[config.mk]
export PLATFORM = sky130hd
export DESIGN_NAME = map_row_fetch_flat
export DESIGN_NICKNAME = d
export VERILOG_FILES = /design/src/rtl/map_row_fetch_pkg.sv /design/src/rtl/map_row_fetch_if.sv /design/src/rtl/map_row_fetch_line_buffer.sv /design/src/rtl/map_row_fetch.sv /design/src/flat_wrapper.sv
export SDC_FILE = /design/constraint.sdc
export NUM_CORES = 1
export LEC_CHECK = 0
export CORE_ASPECT_RATIO = 0.8
export CORE_MARGIN = 2
export CORE_UTILIZATION = 41
export CTS_CLUSTER_DIAMETER = 100
export CTS_CLUSTER_SIZE = 10
export DETAILED_ROUTE_END_ITERATION = 12
export MAX_ROUTING_LAYER = met4
export PLACE_DENSITY = 0.59
export SKIP_LAST_GASP = 1
export SLEW_MARGIN = 0
export SYNTH_ARGS = -nofsm -noshare
export SYNTH_HDL_FRONTEND = slang
export SYNTH_SLANG_ARGS = --single-unit
[constraint.sdc]
create_clock -name clk -period 2.8 [get_ports clk]
set_clock_uncertainty 0.05 [all_clocks]
set_input_delay 0.56 -clock clk [delete_from_list [all_inputs] [get_ports clk]]
set_output_delay 0.56 -clock clk [all_outputs]
set_load 0.02 [all_outputs]
[src/rtl/map_row_fetch_pkg.sv]
//------------------------------------------------------------------------------
// map_pkg
// Shared types and constants for the map row prefetcher.
// Rev 1.0 - initial release
//------------------------------------------------------------------------------
`default_nettype none

package map_pkg;

    typedef enum logic [1:0] {
        GRASS  = 2'd0,
        ROAD   = 2'd1,
        FLOWER = 2'd2,
        BLACK  = 2'd3
    } map_value_t;

    localparam int MAP_ADDR_W = 14;

    typedef enum logic [1:0] {
        IDLE  = 2'd0,
        FETCH = 2'd1,
        DRAIN = 2'd2
    } fetch_state_t;

endpackage

`default_nettype wire

[src/rtl/map_row_fetch_if.sv]
//------------------------------------------------------------------------------
// map_row_fetch_if
// Map BRAM read bus: address out, data back one cycle later.
// Rev 1.0 - initial release
//------------------------------------------------------------------------------
`default_nettype none

interface map_row_fetch_if;
    import map_pkg::*;

    logic [MAP_ADDR_W-1:0] map_addr;
    logic [1:0]            map_data;

    modport master (output map_addr, input  map_data);
    modport slave  (input  map_addr, output map_data);
endinterface

`default_nettype wire

[src/rtl/map_row_fetch_line_buffer.sv]
//------------------------------------------------------------------------------
// map_line_buffer
// One map row of 2-bit cells: synchronous write, registered read, async clear.
// Rev 1.0 - initial release
//------------------------------------------------------------------------------
`default_nettype none

module map_line_buffer #(
    parameter int DEPTH = 128,
    parameter int IDX_W = $clog2(DEPTH)
) (
    input  wire logic             clk,
    input  wire logic             reset_n,
    input  wire logic             wr_en_i,
    input  wire logic [IDX_W-1:0] wr_idx_i,
    input  wire logic [1:0]       wr_data_i,
    input  wire logic [IDX_W-1:0] rd_idx_i,
    output logic      [1:0]       rd_data_o
);

    logic [1:0] mem_q [DEPTH];
    logic [1:0] rd_data_q;

    always_ff @(posedge clk or negedge reset_n) begin
        if (!reset_n) begin
            for (int i = 0; i < DEPTH; i++) begin
                mem_q[i] <= 2'd0;
            end
        end else if (wr_en_i) begin
            mem_q[wr_idx_i] <= wr_data_i;
        end
    end

    always_ff @(posedge clk or negedge reset_n) begin
        if (!reset_n) begin
            rd_data_q <= 2'd0;
        end else begin
            rd_data_q <= mem_q[rd_idx_i];
        end
    end

    assign rd_data_o = rd_data_q;

endmodule

`default_nettype wire

[src/rtl/map_row_fetch.sv]
//------------------------------------------------------------------------------
// map_row_fetch
// Prefetches one map row per hblank into a line buffer and looks up the map
// value for each active pixel. Optional: MAP_FETCH_BOUNDS_EN (out-of-map -> black).
// Rev 1.0 - initial release
//------------------------------------------------------------------------------
`default_nettype none

module map_row_fetch
    import map_pkg::*;
#(
    parameter int MAP_COLS   = 128,
    parameter int MAP_ROWS   = 128,
    parameter int CELL_SHIFT = 3,
    parameter int H_ACTIVE   = 1024,
    parameter int V_ACTIVE   = 768,
    parameter int V_TOTAL    = 806
) (
    input  wire logic          clk,
    input  wire logic          reset_n,
    input  wire logic [11:0]   pixel_row,
    input  wire logic [11:0]   pixel_column,
    input  wire logic          video_on,
    map_row_fetch_if.master    bram,
    output logic      [1:0]    map_value,
    output logic      [11:0]   pixel_row_o,
    output logic      [11:0]   pixel_column_o,
    output logic               video_on_o,
    output logic               fetch_busy,
    output logic               fetch_overrun
);

    localparam int COL_W = $clog2(MAP_COLS);
    localparam int ROW_W = $clog2(MAP_ROWS);

    fetch_state_t            state_q, state_d;
    logic [COL_W-1:0]        col_q;
    logic [11:0]             cell_q;
    logic [11:0]             tag_q;
    logic                    tag_valid_q;
    logic [MAP_ADDR_W-1:0]   addr_hold_q;
    logic                    oob_q;
    logic                    overrun_q;
    logic [11:0]             pixel_row_q, pixel_column_q;
    logic                    video_on_q;

    logic [11:0]             w_next_row, w_next_cell, w_col_cell;
    logic [MAP_ADDR_W-1:0]   w_fetch_addr;
    logic                    w_cell_oob, w_pix_oob, w_skip, w_trigger;
    logic                    w_start, w_wr_en;
    logic [1:0]              w_rd_data;
    logic                    w_unused_col;

    assign w_next_row   = (pixel_row == 12'(V_TOTAL - 1)) ? 12'd0 : pixel_row + 12'd1;
    assign w_next_cell  = w_next_row >> CELL_SHIFT;
    assign w_col_cell   = pixel_column >> CELL_SHIFT;
    assign w_unused_col = ^w_col_cell;
    assign w_fetch_addr = MAP_ADDR_W'({cell_q[ROW_W-1:0], col_q});

`ifdef MAP_FETCH_BOUNDS_EN
    assign w_cell_oob = (w_next_cell >= 12'(MAP_ROWS));
    assign w_pix_oob  = (w_col_cell >= 12'(MAP_COLS)) ||
                        ((pixel_row >> CELL_SHIFT) >= 12'(MAP_ROWS));
`else
    assign w_cell_oob = 1'b0;
    assign w_pix_oob  = 1'b0;
`endif

    // A cell row already resident in the buffer needs no refetch
    assign w_skip    = (w_next_row >= 12'(V_ACTIVE)) || w_cell_oob ||
                       (tag_valid_q && (tag_q == w_next_cell));
    assign w_trigger = (pixel_column == 12'(H_ACTIVE)) && !w_skip;

    always_ff @(posedge clk or negedge reset_n) begin
        if (!reset_n) begin
            state_q <= IDLE;
        end else begin
            state_q <= state_d;
        end
    end

    always_comb begin
        state_d = state_q;
        w_start = 1'b0;
        w_wr_en = 1'b0;
        case (state_q)
            IDLE: begin
                if (w_trigger) begin
                    state_d = FETCH;
                    w_start = 1'b1;
                end
            end
            FETCH: begin
                w_wr_en = (col_q != '0);
                if (col_q == COL_W'(MAP_COLS - 1)) begin
                    state_d = DRAIN;
                end
            end
            DRAIN: begin
                w_wr_en = 1'b1;
                state_d = IDLE;
            end
            default: state_d = IDLE;
        endcase
    end

    always_ff @(posedge clk or negedge reset_n) begin
        if (!reset_n) begin
            col_q       <= '0;
            cell_q      <= 12'd0;
            tag_q       <= 12'd0;
            tag_valid_q <= 1'b0;
            addr_hold_q <= '0;
        end else begin
            if (w_start) begin
                cell_q <= w_next_cell;
                col_q  <= '0;
            end
            if (state_q == FETCH) begin
                col_q       <= col_q + COL_W'(1);
                addr_hold_q <= w_fetch_addr;
            end
            if (state_q == DRAIN) begin
                tag_q       <= cell_q;
                tag_valid_q <= 1'b1;
            end
        end
    end

    assign bram.map_addr = (state_q == FETCH) ? w_fetch_addr : addr_hold_q;
    assign fetch_busy    = (state_q != IDLE);

    // Data returns one cycle after its address, so it lands one entry behind col
    map_line_buffer #(
        .DEPTH (MAP_COLS),
        .IDX_W (COL_W)
    ) u_line_buffer (
        .clk       (clk),
        .reset_n   (reset_n),
        .wr_en_i   (w_wr_en),
        .wr_idx_i  (col_q - COL_W'(1)),
        .wr_data_i (bram.map_data),
        .rd_idx_i  (w_col_cell[COL_W-1:0]),
        .rd_data_o (w_rd_data)
    );

    always_ff @(posedge clk or negedge reset_n) begin
        if (!reset_n) begin
            oob_q          <= 1'b0;
            overrun_q      <= 1'b0;
            pixel_row_q    <= 12'd0;
            pixel_column_q <= 12'd0;
            video_on_q     <= 1'b0;
        end else begin
            oob_q          <= w_pix_oob;
            overrun_q      <= overrun_q | (video_on & fetch_busy);
            pixel_row_q    <= pixel_row;
            pixel_column_q <= pixel_column;
            video_on_q     <= video_on;
        end
    end

    assign map_value      = oob_q ? 2'(BLACK) : w_rd_data;
    assign pixel_row_o    = pixel_row_q;
    assign pixel_column_o = pixel_column_q;
    assign video_on_o     = video_on_q;
    assign fetch_overrun  = overrun_q;

endmodule

`default_nettype wire

[src/flat_wrapper.sv]
// flat-port wrapper written by rule: the top's interface ports become plain ports
module map_row_fetch_flat import map_pkg::*;
#(
    parameter int MAP_COLS   = 128,
    parameter int MAP_ROWS   = 128,
    parameter int CELL_SHIFT = 3,
    parameter int H_ACTIVE   = 1024,
    parameter int V_ACTIVE   = 768,
    parameter int V_TOTAL    = 806
)
  (clk, reset_n, pixel_row, pixel_column, video_on, map_value, pixel_row_o, pixel_column_o, video_on_o, fetch_busy, fetch_overrun, bram_map_addr, bram_map_data);
  map_row_fetch_if bram_i ();
  input  wire logic clk;
  input  wire logic reset_n;
  input  wire logic [11:0] pixel_row;
  input  wire logic [11:0] pixel_column;
  input  wire logic video_on;
  output logic      [1:0] map_value;
  output logic      [11:0] pixel_row_o;
  output logic      [11:0] pixel_column_o;
  output logic video_on_o;
  output logic fetch_busy;
  output logic fetch_overrun;
  output wire logic [$bits(bram_i.map_addr)-1:0] bram_map_addr;
  input wire logic [$bits(bram_i.map_data)-1:0] bram_map_data;
  assign bram_map_addr = bram_i.map_addr;
  assign bram_i.map_data = bram_map_data;
  map_row_fetch #(.MAP_COLS(MAP_COLS), .MAP_ROWS(MAP_ROWS), .CELL_SHIFT(CELL_SHIFT), .H_ACTIVE(H_ACTIVE), .V_ACTIVE(V_ACTIVE), .V_TOTAL(V_TOTAL)) u_core (.clk(clk), .reset_n(reset_n), .pixel_row(pixel_row), .pixel_column(pixel_column), .video_on(video_on), .bram(bram_i), .map_value(map_value), .pixel_row_o(pixel_row_o), .pixel_column_o(pixel_column_o), .video_on_o(video_on_o), .fetch_busy(fetch_busy), .fetch_overrun(fetch_overrun));
endmodule
==> results of run 1 <==
[final timing paths]
kind | from | endpoint | slack, ps | depth (start not counted)
max in group asynchronous | reset_n | u_core.u_line_buffer.mem_q[214]$_DFFE_PN0P_ | 1840 | 2
max | u_core.col_q[0]$_DFFE_PN0P_ | u_core.u_line_buffer.mem_q[182]$_DFFE_PN0P_ | 90 | 8
min reg2reg | u_core.fetch_overrun$_DFF_PN0_ | u_core.fetch_overrun$_DFF_PN0_ | 410 | 1
max reg2reg | u_core.col_q[0]$_DFFE_PN0P_ | u_core.u_line_buffer.mem_q[182]$_DFFE_PN0P_ | 90 | 8
min in group clk | pixel_row[1] | u_core.pixel_row_o[1]$_DFF_PN0_ | 240 | 1
min | reset_n | u_core.u_line_buffer.mem_q[240]$_DFFE_PN0P_ | 30 | 1
[routing by layer]
| metal | share of wire | GRT usage | up-vias |
|---|---|---|---|
| met5 | 0 | - | - |
| met4 | 0.016 | 0.0425 | 0 |
| met3 | 0.042 | 0.0306 | 52 |
| met2 | 0.44 | 0.305 | 188 |
| met1 | 0.50 | 0.312 | 5289 |
| li1 | - | - | 4380 |
[report_power, final]
group	switching [mW]	leakage, nW	internal [mW]	total (mW)
Sequential	0.0652	4.14	4.85	4.92
Clock	1.82	0.499	2.54	4.36
Combinational	0.532	3.61	0.473	1.00
[synth_stat cells, types with 7 or more instances]
master | number | area [um^2]
dfrtp_1 | 326 | 8160
mux2_2 | 281 | 3160
nand2_1 | 96 | 360
mux4_2 | 84 | 1890
nor2_1 | 76 | 285
clkbuf_1 | 47 | 176
inv_1 | 18 | 67.6
nand3_1 | 14 | 70.1
o21ai_0 | 14 | 70.1
nor3_1 | 12 | 60.1
a21oi_1 | 8 | 40.0
nor4_1 | 8 | 50.1
buf_2 | 7 | 35.0
ha_1 | 7 | 87.6
xnor2_1 | 7 | 61.3
[kinds of logic (layout without fill, tap and decap cells)]
group                      count (synthesis)  count (layout)
xor gates and xnor gates                  15              15
AOI/OAI and AO/OA                         58              58
DFF                                      326             326
and+or+nand+nor                          249             249
muxes                                    373             373
adders and majority gates                  7               7
buffers and inverters                     82             255
[flip-flops by register name, summed over array words and instances, names as in the netlist]
register,count
u_core.tag_q,9
u_core.col_q,7
u_core.fetch_overrun,1
u_core.state_q,2
u_core.addr_hold_q,14
u_core.u_line_buffer.mem_q,256
u_core.pixel_column_o,12
u_core.pixel_row_o,12
u_core.cell_q,9
u_core.u_line_buffer.rd_data_o,2
u_core.tag_valid_q,1
u_core.video_on_o,1
[critical path: cells and delay by family (launching register included)]
family                 cells  cell delay [ps]
flip-flops                 1              440
multiplexers               1              360
buffers and inverters      1              160
AND/OR/NAND/NOR            5             1430
XOR/XNOR                   1              160
[final cells by class]
class / instances / area share
Timing Repair Buffer: 196 / 0.0994
Clock buffer: 39 / 0.0518
Tap cell: 487 / 0.0324
Clock inverter: 2 / 0.00206
Sequential cell: 326 / 0.433
Multi-Input combinational cell: 702 / 0.377
Inverter: 18 / 0.00359
[repair_timing]
action | in CTS | in global routing
pin swaps | 0 | 4
resized for setup | 20 | 47
gates cloned | 0 | 1
buffers inserted | 0 | 0
setup endpoints to repair | 68 | 200
==> results.md, run 1 <==
- Synth warn: 0
- Worst vdd ir: 0.334 mV
- Cell mode on critical path: nor2_1
- Synth Instances: 1110
- GRT overflow: 0
- Initial core utilization: 0.416
- Die height: 178 um
- Setup TNS: 0 ps
- GR Util All Layers: 0.209
- Critical path, cell by cell: or3_1 -> or3_4 -> xnor2_4 -> buf_4 -> nor2_1 -> nand2_2 -> nor2_1 -> mux2_2
- #FFs+latches synth: about 330
- Worst setup EP type: flop
- Die Wd: roughly 220 um
- Initial antenna violation count: 1
- DRC Markers: 0
- Post-Synth Adder-Cell Area: 0.00567
- FF/Latch Area: roughly 0.0082 mm^2
- Syn-to-layout area delta: 21.9%
- Setup crit start kind: flop
- Largest net degree at the start of global routing: 90
- # rows: 63
- Final worst path period need: around 2700 ps
- Vias in the first global route: ~10000
- Yosys cell types: 57
- CP arrival: 3070 ps
- Final Cell Area: 0.0188 mm^2
- Tightest Pin Transition: 754 ps
- DRT Wirelength: 38.6 mm
- Top Ports: 72
- Period Utilization, post-route: 0.968
- Hold slack: ~27 ps
- Simple logic cell fraction of the synthesized area: 0.0733
- First-pass GRT wire length: 62.3 mm
- Worst setup margin: 88.6 ps
- Place WS: -546 ps
- 1st-iter DRT viols: 537
- Vias per cell: 5.60
- Static leakage: 8.25 nW
- TritonCTS Buffers: 38
- Routed Antenna Nets: 0
- Most common cell after layout, fill and taps aside: dfrtp_1
- Number of enable flip-flop cells after synthesis: 0
- Main combinational cell family by area after synthesis: multiplexers
- Asr flop ratio synth: 1.00
- Max_cap viols: 0
- Routed len/inst: 21.8 um
- Placement Cell Area: roughly 0.018 mm^2
- Most frequent cells in the layout: dfrtp_1, mux2_2, buf_4
- Max Freq: 369 MHz
- Hold-fix buffers, CTS: 0
- Final hold violation count: 0
- CTS root buf: clkbuf_16
- Core Area: 0.0371 mm^2
- CP max stage cell: dfrtp_2
- Htree depth: 2
- Post-Syn Nets: about 1100
- Area of the multi-input gates: between 0.007 and 0.008 mm^2
- Required time of the critical path: about 3200 ps
- Final slew viol count: 0
- Drt first pass iters: 5
- Non-filler cells, final: 1770
- Status: finished clean
- Setup violators final: 0
- Vias: 9909
- Power Total: 10.3 mW
- Xor/xnor share of the synthesized area: 0.0115
- Die outline area: 0.0392 mm^2
- Clock slew at reported path FFs: 50 ps
- Post-Place Cells: between 1500 and 2000
- Synth Cell Area: 0.0154 mm^2
- Crit-path max FO: 8
- Clk_lat worst skew: 520 ps
- Post-synthesis mux area share: 0.333
- Crit path largest cell delay: around 440 ps
- Post-layout util: 0.507
- Nets: 1318
- Clock Sinks: 326
- Filler instances: 3202
- Relative slew margins: 0.497
- Port-buffer cells: 71
- Crit Path Class: reg2reg
- Share of cells above drive strength 1: 0.459
- Mean Syn Cell Area: 13.9 um^2
- Worst Hold Class: in2async
- Unrepaired setup endpoints after global routing: true
- Synth Area in Compound Gates: 0.0262
- Seq/Total Area, Yosys: 0.528
- # diodes: 0
- GP Congestion: between 0.8 and 0.9
- CTS tree: built
- Post-DP HPWL: 26.5 mm
- Cell Pwr Density: 546 mW/mm^2
- Commonest register cell after synthesis: dfrtp_1
- CTS Buffer Depth: 3
(Power assumes the default switching activity.)
==> run 2, diff against run 1 <==
Settings changed: REMOVE_ABC_BUFFERS set to 1.
==> run 2 against run 1 <==
  * First-iteration DRC count grew 10%
  * Sequential share of layout area shrank 0.081 points
  * Hold slack lost 13 ps
  * Flip-flop and latch count is the same
  * Largest cell class unchanged
  * Wire length shrank 1.2%
  * Clock-buffer cell count grew 2
  * Critical path depth grew 3
  * Non-clock buffer count grew 6
==> results.md, run 2 (synthesis gave the netlist of run 1 again) <==
- # rows: 63 (unchanged)
- Nets: 1324 (+0.46%)
- CTS root buf: clkbuf_16
- Final slew viol count: 0 (unchanged)
- CP arrival: 3060 ps (about the same)
- # diodes: 0 (unchanged)
- Worst vdd ir: 0.377 mV (+13%)
- Vias: 9849 (-0.61%)
- Die outline area: 0.0392 mm^2 (unchanged)
- Registers with the most flip-flops: u_core.u_line_buffer.mem_q x256, u_core.addr_hold_q x14
- Status: finished clean
- Worst Hold Class: in2async
- Final hold violation count: 0 (unchanged)
- Required time of the critical path: 3160 ps (about the same)
- Largest register FFs: 256 (unchanged)
- Crit Path Class: reg2reg
- Die Wd: 221 um (unchanged)
- Post-Place Cells: 1732 (+0.23%)
- DRT Wirelength: 38.1 mm (-1.2%)
- Crit-path max FO: 8 (unchanged)
- Setup violators final: 0 (unchanged)
- Die height: 178 um (unchanged)
- Worst setup EP type: flop
- Top Ports: 72 (unchanged)
- Core Area: 0.0371 mm^2 (unchanged)
- Filler instances: 3226 (+0.75%)
- Max Freq: 370 MHz (+0.38%)
- DRC Markers: 0 (unchanged)
- Relative slew margins: 0.504 (+0.00676)
- Setup crit start kind: flop
- Hold-fix buffers, CTS: 0 (unchanged)
- First-pass GRT wire length: 61.0 mm (-2.1%)
- GR Util All Layers: 0.206 (-0.00323)
- Most common cell after layout, fill and taps aside: dfrtp_1
- Tightest Pin Transition: 744 ps (-10.1 ps)
- 1st-iter DRT viols: 591 (+10%)
- CTS Buffer Depth: 3 (unchanged)
- Routed Antenna Nets: 0 (unchanged)
- Drt first pass iters: 4 (-1)
- Syn-to-layout area delta: 22.1%
- Clock slew at reported path FFs: 60 ps (about the same)
- Final worst path period need: 2700 ps (-10.2 ps)
- Post-DP HPWL: 26.6 mm (+0.61%)
- Largest register by flop count: u_core.u_line_buffer.mem_q
- Static leakage: 8.31 nW (+0.71%)
- Largest net degree at the start of global routing: 83 (-7.8%)
- Port-buffer cells: 71 (unchanged)
- CTS tree: built
- GP Congestion: 0.871 (+3.9%)
- Final Cell Area: 0.0189 mm^2 (+0.17%)
- Placement Cell Area: 0.0177 mm^2 (+0.24%)
- Unrepaired setup endpoints after global routing: true
- Cell Pwr Density: 550 mW/mm^2 (+0.76%)
- GRT overflow: 0 (unchanged)
- Max_cap viols: 0 (unchanged)
- Routed len/inst: 21.4 um (-1.6%)
- Non-filler cells, final: 1777 (+0.40%)
- Vias per cell: 5.54 (-1.0%)
- Clk_lat worst skew: 520 ps (about the same)
- Period Utilization, post-route: 0.965 (-0.00365)
- Initial core utilization: 0.416 (unchanged)
- TritonCTS Buffers: 38 (unchanged)
- Clock Sinks: 326 (unchanged)
- Share of cells above drive strength 1: 0.447 (-0.0126)
- Htree depth: 2 (unchanged)
- Vias in the first global route: 10400 (-0.81%)
- Most frequent cells in the layout: dfrtp_1, mux2_2, buf_4
- Setup TNS: 0 ps (unchanged)
- Initial antenna violation count: 2 (+1)
==> run 2: path summary, 6_finish.rpt <==
path / cells past startpoint / slack (ps) / from / end
worst max-delay path: 11 / 100 / u_core.col_q[0]$_DFFE_PN0P_ / u_core.u_line_buffer.mem_q[143]$_DFFE_PN0P_
worst min-delay path: 1 / 10 / reset_n / u_core.u_line_buffer.mem_q[108]$_DFFE_PN0P_
worst max register to register: 11 / 100 / u_core.col_q[0]$_DFFE_PN0P_ / u_core.u_line_buffer.mem_q[143]$_DFFE_PN0P_
worst min register to register: 1 / 400 / u_core.fetch_overrun$_DFF_PN0_ / u_core.fetch_overrun$_DFF_PN0_
max in group asynchronous: 2 / 1960 / reset_n / u_core.u_line_buffer.mem_q[50]$_DFFE_PN0P_
min in group clk: 1 / 200 / pixel_row[0] / u_core.pixel_row_o[0]$_DFF_PN0_
==> run 2: timing repair <==
action                                  in CTS  in global routing
pin swaps                                    2                  2
resized for setup                           24                 26
endpoints found under the setup margin     105                123
cloned                                       0                  0
setup buffers                                1                  2
==> run 2: metrics by stage <==
| step | setup WS, ps | hold WS, ps | power, mW | util |
|---|---|---|---|---|
| CTS | -224 | 38.0 | 10.5 | 0.505 |
| floorplan | 84.3 | 214 | 5.39 | - |
| finish | 98.8 | 14.3 | 10.4 | 0.508 |
| detailed placement | -586 | 396 | 6.01 | 0.476 |
| global placement | -557 | 394 | 6.00 | 0.476 |
| global route | -62.5 | 55.4 | 10.8 | 0.508 |
==> run 2: final cells by class <==
cell class                      count  area [um^2]  share of cell area
Inverter                           18         67.6             0.00358
Clock inverter                      1         30.0             0.00159
Multi-Input combinational cell    702         7040               0.373
Clock buffer                       41         1030              0.0544
Sequential cell                   326         8160               0.433
Tap cell                          487          609              0.0323
Timing Repair Buffer              202         1930               0.102
==> run 2: power breakdown <==
part	internal (mW)	switching, mW
combinational	0.482	0.526
clock	2.65	1.80
sequential	4.85	0.0652
==> run 2: metal layers <==
metal	wire length, um	share of wire	global-route usage
met2	17000	0.45	0.301
met3	1710	0.045	0.0315
met5	0	0	-
met4	809	0.021	0.0587
met1	18500	0.49	0.300
==> run 2: critical path: stages (launching register included) <==
cell and delay, ps:
dfrtp_1 410, inv_1 100, ha_1 170, nand2b_1 80, buf_4 150, nor2_1 180, xor2_2 160, buf_4 170
or3_1 410, buf_12 160, nor2_1 190, mux2_2 350
==> run 3, diff against run 2 <==
Settings changed: SKIP_LAST_GASP 1 to unset.
==> run 3 against run 2 <==
  * Register-to-register slack gained 20 ps
  * Sequential share of layout area is essentially flat
  * Non-clock buffer count is the same
  * Hold slack gained 0.85 ps
  * Critical path depth is the same
  * Global-route usage is the same
  * First-iteration DRC count shrank 11%
  * Highest routed layer unchanged
  * Clock power is essentially flat
==> results.md, run 3 (synthesis gave the netlist of run 1 again) <==
- Status: finished clean
- Initial antenna violation count: 2 (unchanged)
- Internal Pwr Total: 7.98 mW (about the same)
- Routed len/inst: 21.4 um (about the same)
- Largest net degree at the start of global routing: 83 (unchanged)
- Cell Pwr Density: 550 mW/mm^2 (about the same)
- Port-buffer cells: 71 (unchanged)
- Initial core utilization: 0.416 (unchanged)
- Nets: 1324 (unchanged)
- Registers with the most flip-flops: u_core.u_line_buffer.mem_q x256, u_core.addr_hold_q x14
- Static leakage: 8.29 nW (-0.22%)
- Crit-path max FO: 9 (+1)
- Post-Place Cells: 1732 (unchanged)
- CTS tree: built
- Vias: 9830 (-0.19%)
- Sequential group share of total power: 0.474 (about the same)
- Area of the multi-input gates: 0.00704 mm^2 (about the same)
- Clock slew at reported path FFs: 60 ps (about the same)
- Non-filler cells, final: 1777 (unchanged)
- Clock Sinks: 326 (unchanged)
- TritonCTS Buffers: 38 (unchanged)
- Vias per cell: 5.53 (-0.19%)
- 1st-iter DRT viols: 527 (-11%)
- GRT overflow: 0 (unchanged)
- Unrepaired setup endpoints after global routing: true
- Final slew viol count: 0 (unchanged)
- CTS Buffer Depth: 3 (unchanged)
- GP Congestion: 0.871 (unchanged)
- Die Wd: 221 um (unchanged)
- Routed Antenna Nets: 0 (unchanged)
- Most frequent cells in the layout: dfrtp_1, mux2_2, buf_4
- Share of cells above drive strength 1: 0.449 (+0.00233)
- CTS root buf: clkbuf_16
- Relative slew margins: 0.504 (about the same)
- Place WS: -586 ps (unchanged)
- Worst setup margin: 99.1 ps (+0.274 ps)
- Setup crit start kind: input pin
- Setup TNS: 0 ps (unchanged)
- # rows: 63 (unchanged)
- Required time of the critical path: 3160 ps (about the same)
- Worst setup EP type: flop
- First-pass GRT wire length: 61.0 mm (unchanged)
- Hold-fix buffers, CTS: 0 (unchanged)
- DRT Wirelength: 38.1 mm (about the same)
- Syn-to-layout area delta: 22.1% (about the same)
- Sw Pwr: 2.39 mW (about the same)
- Clock power frac: 0.429 (about the same)
- # diodes: 0 (unchanged)
- Core Area: 0.0371 mm^2 (unchanged)
- Max Freq: 370 MHz (about the same)
- Htree depth: 2 (unchanged)
- GR Util All Layers: 0.206 (unchanged)
- Tightest Pin Transition: 744 ps (+0.287 ps)
- Filler instances: 3226 (unchanged)
- DRC Markers: 0 (unchanged)
- Final worst path period need: 2700 ps (-0.274 ps)
- Largest register by flop count: u_core.u_line_buffer.mem_q
- Top Ports: 72 (unchanged)
- Period Utilization, post-route: 0.965 (about the same)
- Die height: 178 um (unchanged)
- Final hold violation count: 0 (unchanged)
- Comb power frac: 0.097 (about the same)
- Die outline area: 0.0392 mm^2 (unchanged)
- FF/Latch Area: 0.00816 mm^2 (unchanged)
- Crit Path Class: in2reg
- Max_cap viols: 0 (unchanged)
- Sw Share: 0.231 (about the same)
- Worst Hold Class: in2async
- Post-layout util: 0.508 (about the same)
- Vias in the first global route: 10400 (unchanged)
- Drt first pass iters: 4 (unchanged)
- CP arrival: 3060 ps (about the same)
- Largest register FFs: 256 (unchanged)
- Clk_lat worst skew: 520 ps (about the same)
- Worst vdd ir: 0.376 mV (-0.14%)
- Post-DP HPWL: 26.6 mm (unchanged)
- Most common cell after layout, fill and taps aside: dfrtp_1
- Setup violators final: 0 (unchanged)
==> run 3: path summary, 6_finish.rpt <==
path | to | slack [ps] | cells past startpoint | startpoint
max | u_core.cell_q[2]$_DFFE_PN0P_ | 100 | 11 | pixel_row[2]
min in group clk | u_core.pixel_row_o[0]$_DFF_PN0_ | 200 | 1 | pixel_row[0]
min reg2reg | u_core.fetch_overrun$_DFF_PN0_ | 400 | 1 | u_core.fetch_overrun$_DFF_PN0_
max in group asynchronous | u_core.u_line_buffer.mem_q[50]$_DFFE_PN0P_ | 1960 | 2 | reset_n
max reg2reg | u_core.u_line_buffer.mem_q[142]$_DFFE_PN0P_ | 120 | 7 | u_core.col_q[0]$_DFFE_PN0P_
min | u_core.u_line_buffer.mem_q[108]$_DFFE_PN0P_ | 20 | 1 | reset_n
==> run 3: routing by layer <==
metal  vias up  wire (um)  track usage
met5         -          0            -
met4         0        809       0.0587
met3        59       1610       0.0315
met2       187      17000        0.301
met1      5186      18600        0.300
li1       4398          -            -
==> run 3: metrics by stage <==
step	cell area [um^2]	power [mW]	hold slack, ps
floorplan	15200	5.39	214
global placement	17700	6.00	394
detailed placement	17700	6.01	396
CTS	18800	10.5	38.0
global route	18900	10.8	55.4
finish	18900	10.4	15.2
==> run 3: critical path, stage by stage <==
cell	delay, ps
clkdlybuf4s50_1	510
buf_4	190
and4_1	230
a22oi_1	200
o32ai_1	100
nor4_1	330
buf_4	170
a41oi_2	150
nand2_1	130
buf_6	150
mux2_2	340
==> run 3: cell type report <==
class,count,share of cell area
Sequential cell,326,0.433
Multi-Input combinational cell,702,0.374
Timing Repair Buffer,202,0.102
Clock buffer,41,0.0544
Tap cell,487,0.0323
Inverter,18,0.00358
Clock inverter,1,0.00159
==> run 3: repair_timing <==
item	4_1_cts	5_1_grt
cloned	0	0
endpoints found under the setup margin	105	123
setup buffers	1	2
resized for setup	25	29
pin swaps	2	2
hold endpoints to repair	0	0
==> run 3: power by group through the flow <==
stage / combinational (mW) / clock (mW) / sequential (mW)
finish: 1.01 / 4.45 / 4.92
detailed placement: 1.02 / 0 / 5.00
CTS: 1.02 / 4.58 / 4.92
global route: 1.09 / 4.78 / 4.93
global placement: 1.01 / 0 / 4.99
floorplan: 0.374 / 0 / 5.02
==> RTL edit 1, RTL diff (settings of run 1) <==
Build with the macro `MAP_FETCH_BOUNDS_EN` defined.
--- a/src/rtl/map_row_fetch.sv
+++ b/src/rtl/map_row_fetch.sv
@@ -5,6 +5,8 @@
 // Rev 1.0 - initial release
 //------------------------------------------------------------------------------
 `default_nettype none
+
+`define MAP_FETCH_BOUNDS_EN
 
 module map_row_fetch
     import map_pkg::*;
Formal check against the unedited RTL: not equivalent (Yosys sat finds a counterexample within 4 cycles, from zero or initial values and one cycle with reset_n low).
==> RTL edit 1 against run 1 <==
Worst setup slack lost 0.047 ns. Fmax shrank 1.7%. Final area grew 1.3%. Area after synthesis grew 0.19%. Critical endpoint is now u_core.u_line_buffer.mem_q[97]. Core utilization grew 0.65 points. Sequential cell count grew 1. Worst hold slack gained 0.13 ns. Total power grew 1.6%. Final cell count grew 0.11%. Combinational power grew 12%. Routed wire length shrank 2.9%.
==> RTL edit 1: results (changes against run 1) <==
r2r worst-path depth 10 (+2); Synth area leader dfrtp_1; antenna fix cells 0 (unchanged); register area share after synthesis 52.89% (+0.059 points); first-pass GRT wire length 59950 um (-3.8%); Syn. warnings 0 (unchanged); DPL Wire Length 25260 um (-4.6%); Leak 8.485 nW (+2.9%); DRT iter0 DRCs 554 (+3.2%); met1 Use GR 30.10% (-1.1 points); share of post-route cells with drive strength above 1 42.65% (-3.3 points); Arr. time, crit path 3.12 ns (+0.05 ns); Root Driver clkbuf_16; Tcrit/Tclk final 98.52% (+1.7 points); crit path from u_core.col_q[1]; GRT Overall Usage 20.08% (-0.86 points); worst-margin pin slew 0.6635 ns (-0.09079 ns); CP Capture Point u_core.u_line_buffer.mem_q[97]; R2R Setup Slk 0.04 ns (-0.05 ns); Setup WS pre-CTS -0.6314 ns (-0.08573 ns); VDD IR max 0.3666 mV (+9.8%); vias in the first global route 10250 (-1.8%); GPL Wtd Cong 0.8343 (-0.50%); antenna violations before repair 0 (-1); largest cells by area after synthesis dfrtp_1 (53%), mux2_2 (14%), mux4_2 (12%), mux2_1 (7.0%), nor2_1 (2.5%); status completed; largest net degree at the start of global routing 83 (-7.8%); Syn Nets 1146 (unchanged); routed vias 9739 (-1.7%); drt wl/cell 21.12 um (-3.0%); met3 Usage GRT 3.709% (+0.65 points); Hold WC Path Type input port to flop; GR Util met2 28.39% (-2.1 points); Commonest cells post-synth dfrtp_1 (327), mux2_2 (190), nor2_1 (101), mux2_1 (96), mux4_2 (84); Synth cell types 64 (+12%)
-- RTL edit 1: changes by cell type in the layout (fill, tap and decap cells not counted), sizes merged, moves of 4 or more --
| cell | before | now |
|---|---|---|
| inv | 19 | 12 |
| nand2 | 96 | 74 |
| xor2 | 5 | 9 |
| buf | 129 | 138 |
| or3 | 7 | 1 |
| nor4 | 8 | 3 |
| and3 | 1 | 7 |
| o32a | 4 | 0 |
| nor2 | 81 | 102 |
| nand3 | 14 | 18 |
-- RTL edit 1: critical path, cell delays in order (launching register included) --
cell and delay, ns:
dfrtp_1 0.39, buf_4 0.14, or4_4 0.48, or2_4 0.25, xnor2_1 0.14, buf_4 0.16
nor2_1 0.08, buf_4 0.17, nand2_2 0.21, nor2_2 0.22, mux2_1 0.34
-- RTL edit 1: cell families (layout without fill, tap and decap cells) --
kind of cell	count (synthesis)	in the layout	synth area share [%]
adder cells (fa/ha/maj)	7	7	0.5661
AO/OA/AOI/OAI	46	46	2.208
XOR/XNOR	18	18	1.019
AND/OR/NAND/NOR	255	255	7.667
flip-flops	327	327	52.89
buffers and inverters	85	260	2.475
multiplexers	372	372	33.17
-- RTL edit 1: where the power goes --
part | switching, mW | internal [mW]
clock network | 1.84 | 2.56
logic | 0.607 | 0.513
registers | 0.0659 | 4.86
-- RTL edit 1: stage by stage --
step / std cells / power [mW] / area, sq um / hold WS [ns] / util [%]
4_1_cts: 1768 / 10.55 / 18740 / 0.2158 / 50.47
3_3_place_gp: 1725 / 6.091 / 17670 / 0.3918 / 47.60
3_5_place_dp: 1725 / 6.099 / 17670 / 0.3933 / 47.60
6_report: 1772 / 10.45 / 19060 / 0.1590 / 51.35
5_1_grt: 1772 / 10.85 / 19060 / 0.1590 / 51.35
2_1_floorplan: 1110 / 5.555 / 15480 / 0.2144 / -
-- RTL edit 1: cell type report --
type / instances / area [sq um]
clock buffers: 41 / 1026
clock inverters: 1 / 5.005
fillers: 3162 / 18060
inverters: 12 / 45.04
multi-input cells: 698 / 7203
flip-flops and latches: 327 / 8183
well taps: 487 / 609.3
repair buffers: 206 / 1992
-- RTL edit 1: what timing repair did --
item | in CTS | in global routing
gates resized for setup | 25 | 84
hold endpoints to repair | 50 | 0
gates cloned | 0 | 1
hold buffers | 1 | 0
setup endpoints to repair | 112 | 259
setup buffers | 0 | 3
pin swaps | 0 | 7
-- RTL edit 1: layer usage --
layer	vias up	routed length [um]
met4	0	671
met1	5123	19070
met2	179	16000
met3	56	1684
li1	4381	-
met5	-	0
==> RTL edit 2, RTL diff (config.mk and constraints of run 1) <==
Without the edit above. Reset style: synchronous (`reset_n`), changed in 5 clocked blocks. Comments in the files are not updated.
--- a/src/rtl/map_row_fetch_line_buffer.sv
+++ b/src/rtl/map_row_fetch_line_buffer.sv
@@ -21,7 +21,7 @@
     logic [1:0] mem_q [DEPTH];
     logic [1:0] rd_data_q;
 
-    always_ff @(posedge clk or negedge reset_n) begin
+    always_ff @(posedge clk) begin
         if (!reset_n) begin
             for (int i = 0; i < DEPTH; i++) begin
                 mem_q[i] <= 2'd0;
@@ -31,7 +31,7 @@
         end
     end
 
-    always_ff @(posedge clk or negedge reset_n) begin
+    always_ff @(posedge clk) begin
         if (!reset_n) begin
             rd_data_q <= 2'd0;
         end else begin
--- a/src/rtl/map_row_fetch.sv
+++ b/src/rtl/map_row_fetch.sv
@@ -71,7 +71,7 @@
                        (tag_valid_q && (tag_q == w_next_cell));
     assign w_trigger = (pixel_column == 12'(H_ACTIVE)) && !w_skip;
 
-    always_ff @(posedge clk or negedge reset_n) begin
+    always_ff @(posedge clk) begin
         if (!reset_n) begin
             state_q <= IDLE;
         end else begin
@@ -104,7 +104,7 @@
         endcase
     end
 
-    always_ff @(posedge clk or negedge reset_n) begin
+    always_ff @(posedge clk) begin
         if (!reset_n) begin
             col_q       <= '0;
             cell_q      <= 12'd0;
@@ -144,7 +144,7 @@
         .rd_data_o (w_rd_data)
     );
 
-    always_ff @(posedge clk or negedge reset_n) begin
+    always_ff @(posedge clk) begin
         if (!reset_n) begin
             oob_q          <= 1'b0;
             overrun_q      <= 1'b0;
Behaviour: differs if reset_n is asserted again (counterexample within 4 cycles, from zero or initial values and one cycle with reset_n low); with reset_n held inactive, the same outputs for 4 cycles.
==> RTL edit 2 against run 1 <==
Area after synthesis is 4.5% higher. Total power grew 4.5%. Worst setup slack gained 0.0020 ns. Final area rose by 0.64%. Register-to-register slack better by 0.05 ns. Via count up 10%. Sequential cell count did not move. Routed wire length increased by 6.7%. Final cell count rose by 11%. Critical endpoint is now bram_map_addr[1]. Largest cell class unchanged. Highest routed layer unchanged.
==> RTL edit 2: results (changes against run 1) <==
Fmax 369.1 MHz (about the same); CP Capture Point bram_map_addr[1]; wire length on met3 2274 um (+42%); slew margin rel. 43.91% (-5.8 points); GRT Overall Usage 20.78% (-0.16 points); met2 wire length 18940 um (+11%); Register Area 9089 sq um (+11%); Hold WC Path Type flop to flop; routed vias 10910 (+10%); CTS resizes 16 (-20%); post-synthesis adder-cell area fraction 0.5430% (-0.024 points); area fraction in compound gates after synthesis 4.251% (+1.6 points); sequential share of power 50.4% (+2.6 points); post-synthesis xor/xnor area fraction 1.311% (+0.16 points); VDD IR max 0.4246 mV (+27%); Yosys top cell area share 47.66% (-5.2 points); share of post-route cells with drive strength above 1 18.68% (-27 points); DRT iter0 DRCs 1007 (+88%); Syn Nets 1388 (+21%); Multi-In Gates 865 (+23%); status completed; Leak 7.897 nW (-4.3%); largest cells by area after synthesis edfxtp_1 (48%), mux4_2 (11%), and3_1 (9.8%), dfxtp_1 (8.7%), nand2_1 (4.6%); GRT busiest layer met2; r2r endpoint u_core.u_line_buffer.mem_q[54][0]; DPL Wire Length 25040 um (-5.4%); GR Util met2 30.73% (+0.21 points); asr flop ratio synth 0% (-100 points); r2r worst-path depth 7 (-1); crit path from u_core.state_q[1]; final wirelength 41150 um (+6.7%); R2R Setup Slk 0.14 ns (+0.05 ns)
[RTL edit 2: cell types whose count changed in the layout (fill, tap and decap cells not counted), moves of 21 or more]
cell and delta:
o21ai_0 +26, edfxtp_1 +256, dfrtp_1 -325, and3_1 +249, mux2i_1 +21, dfxtp_1 +70, nand2_1 +105, mux2_2 -267
and2_1 +49
[RTL edit 2: stage by stage]
step                      TNS [ns]  cell area (sq um)  power (mW)  hold WS (ns)  cells
after floorplan                  0              16130       5.968        0.3770   1352
after global placement      -6.183              17820       6.307        0.3953   1907
after detailed placement    -7.054              17820       6.317        0.3983   1907
after CTS                        0              18910       10.85        0.4142   1968
after global routing       -0.1212              18940       11.09        0.4357   1969
final                            0              18940       10.74        0.4150   1969
[RTL edit 2: critical path, stage by stage (launching register included)]
cell           delay [ns]
dfxtp_1              0.31
inv_1                0.11
ha_1                 0.25
buf_8                0.20
mux2_2               0.36
dlygate4sd2_1        0.32
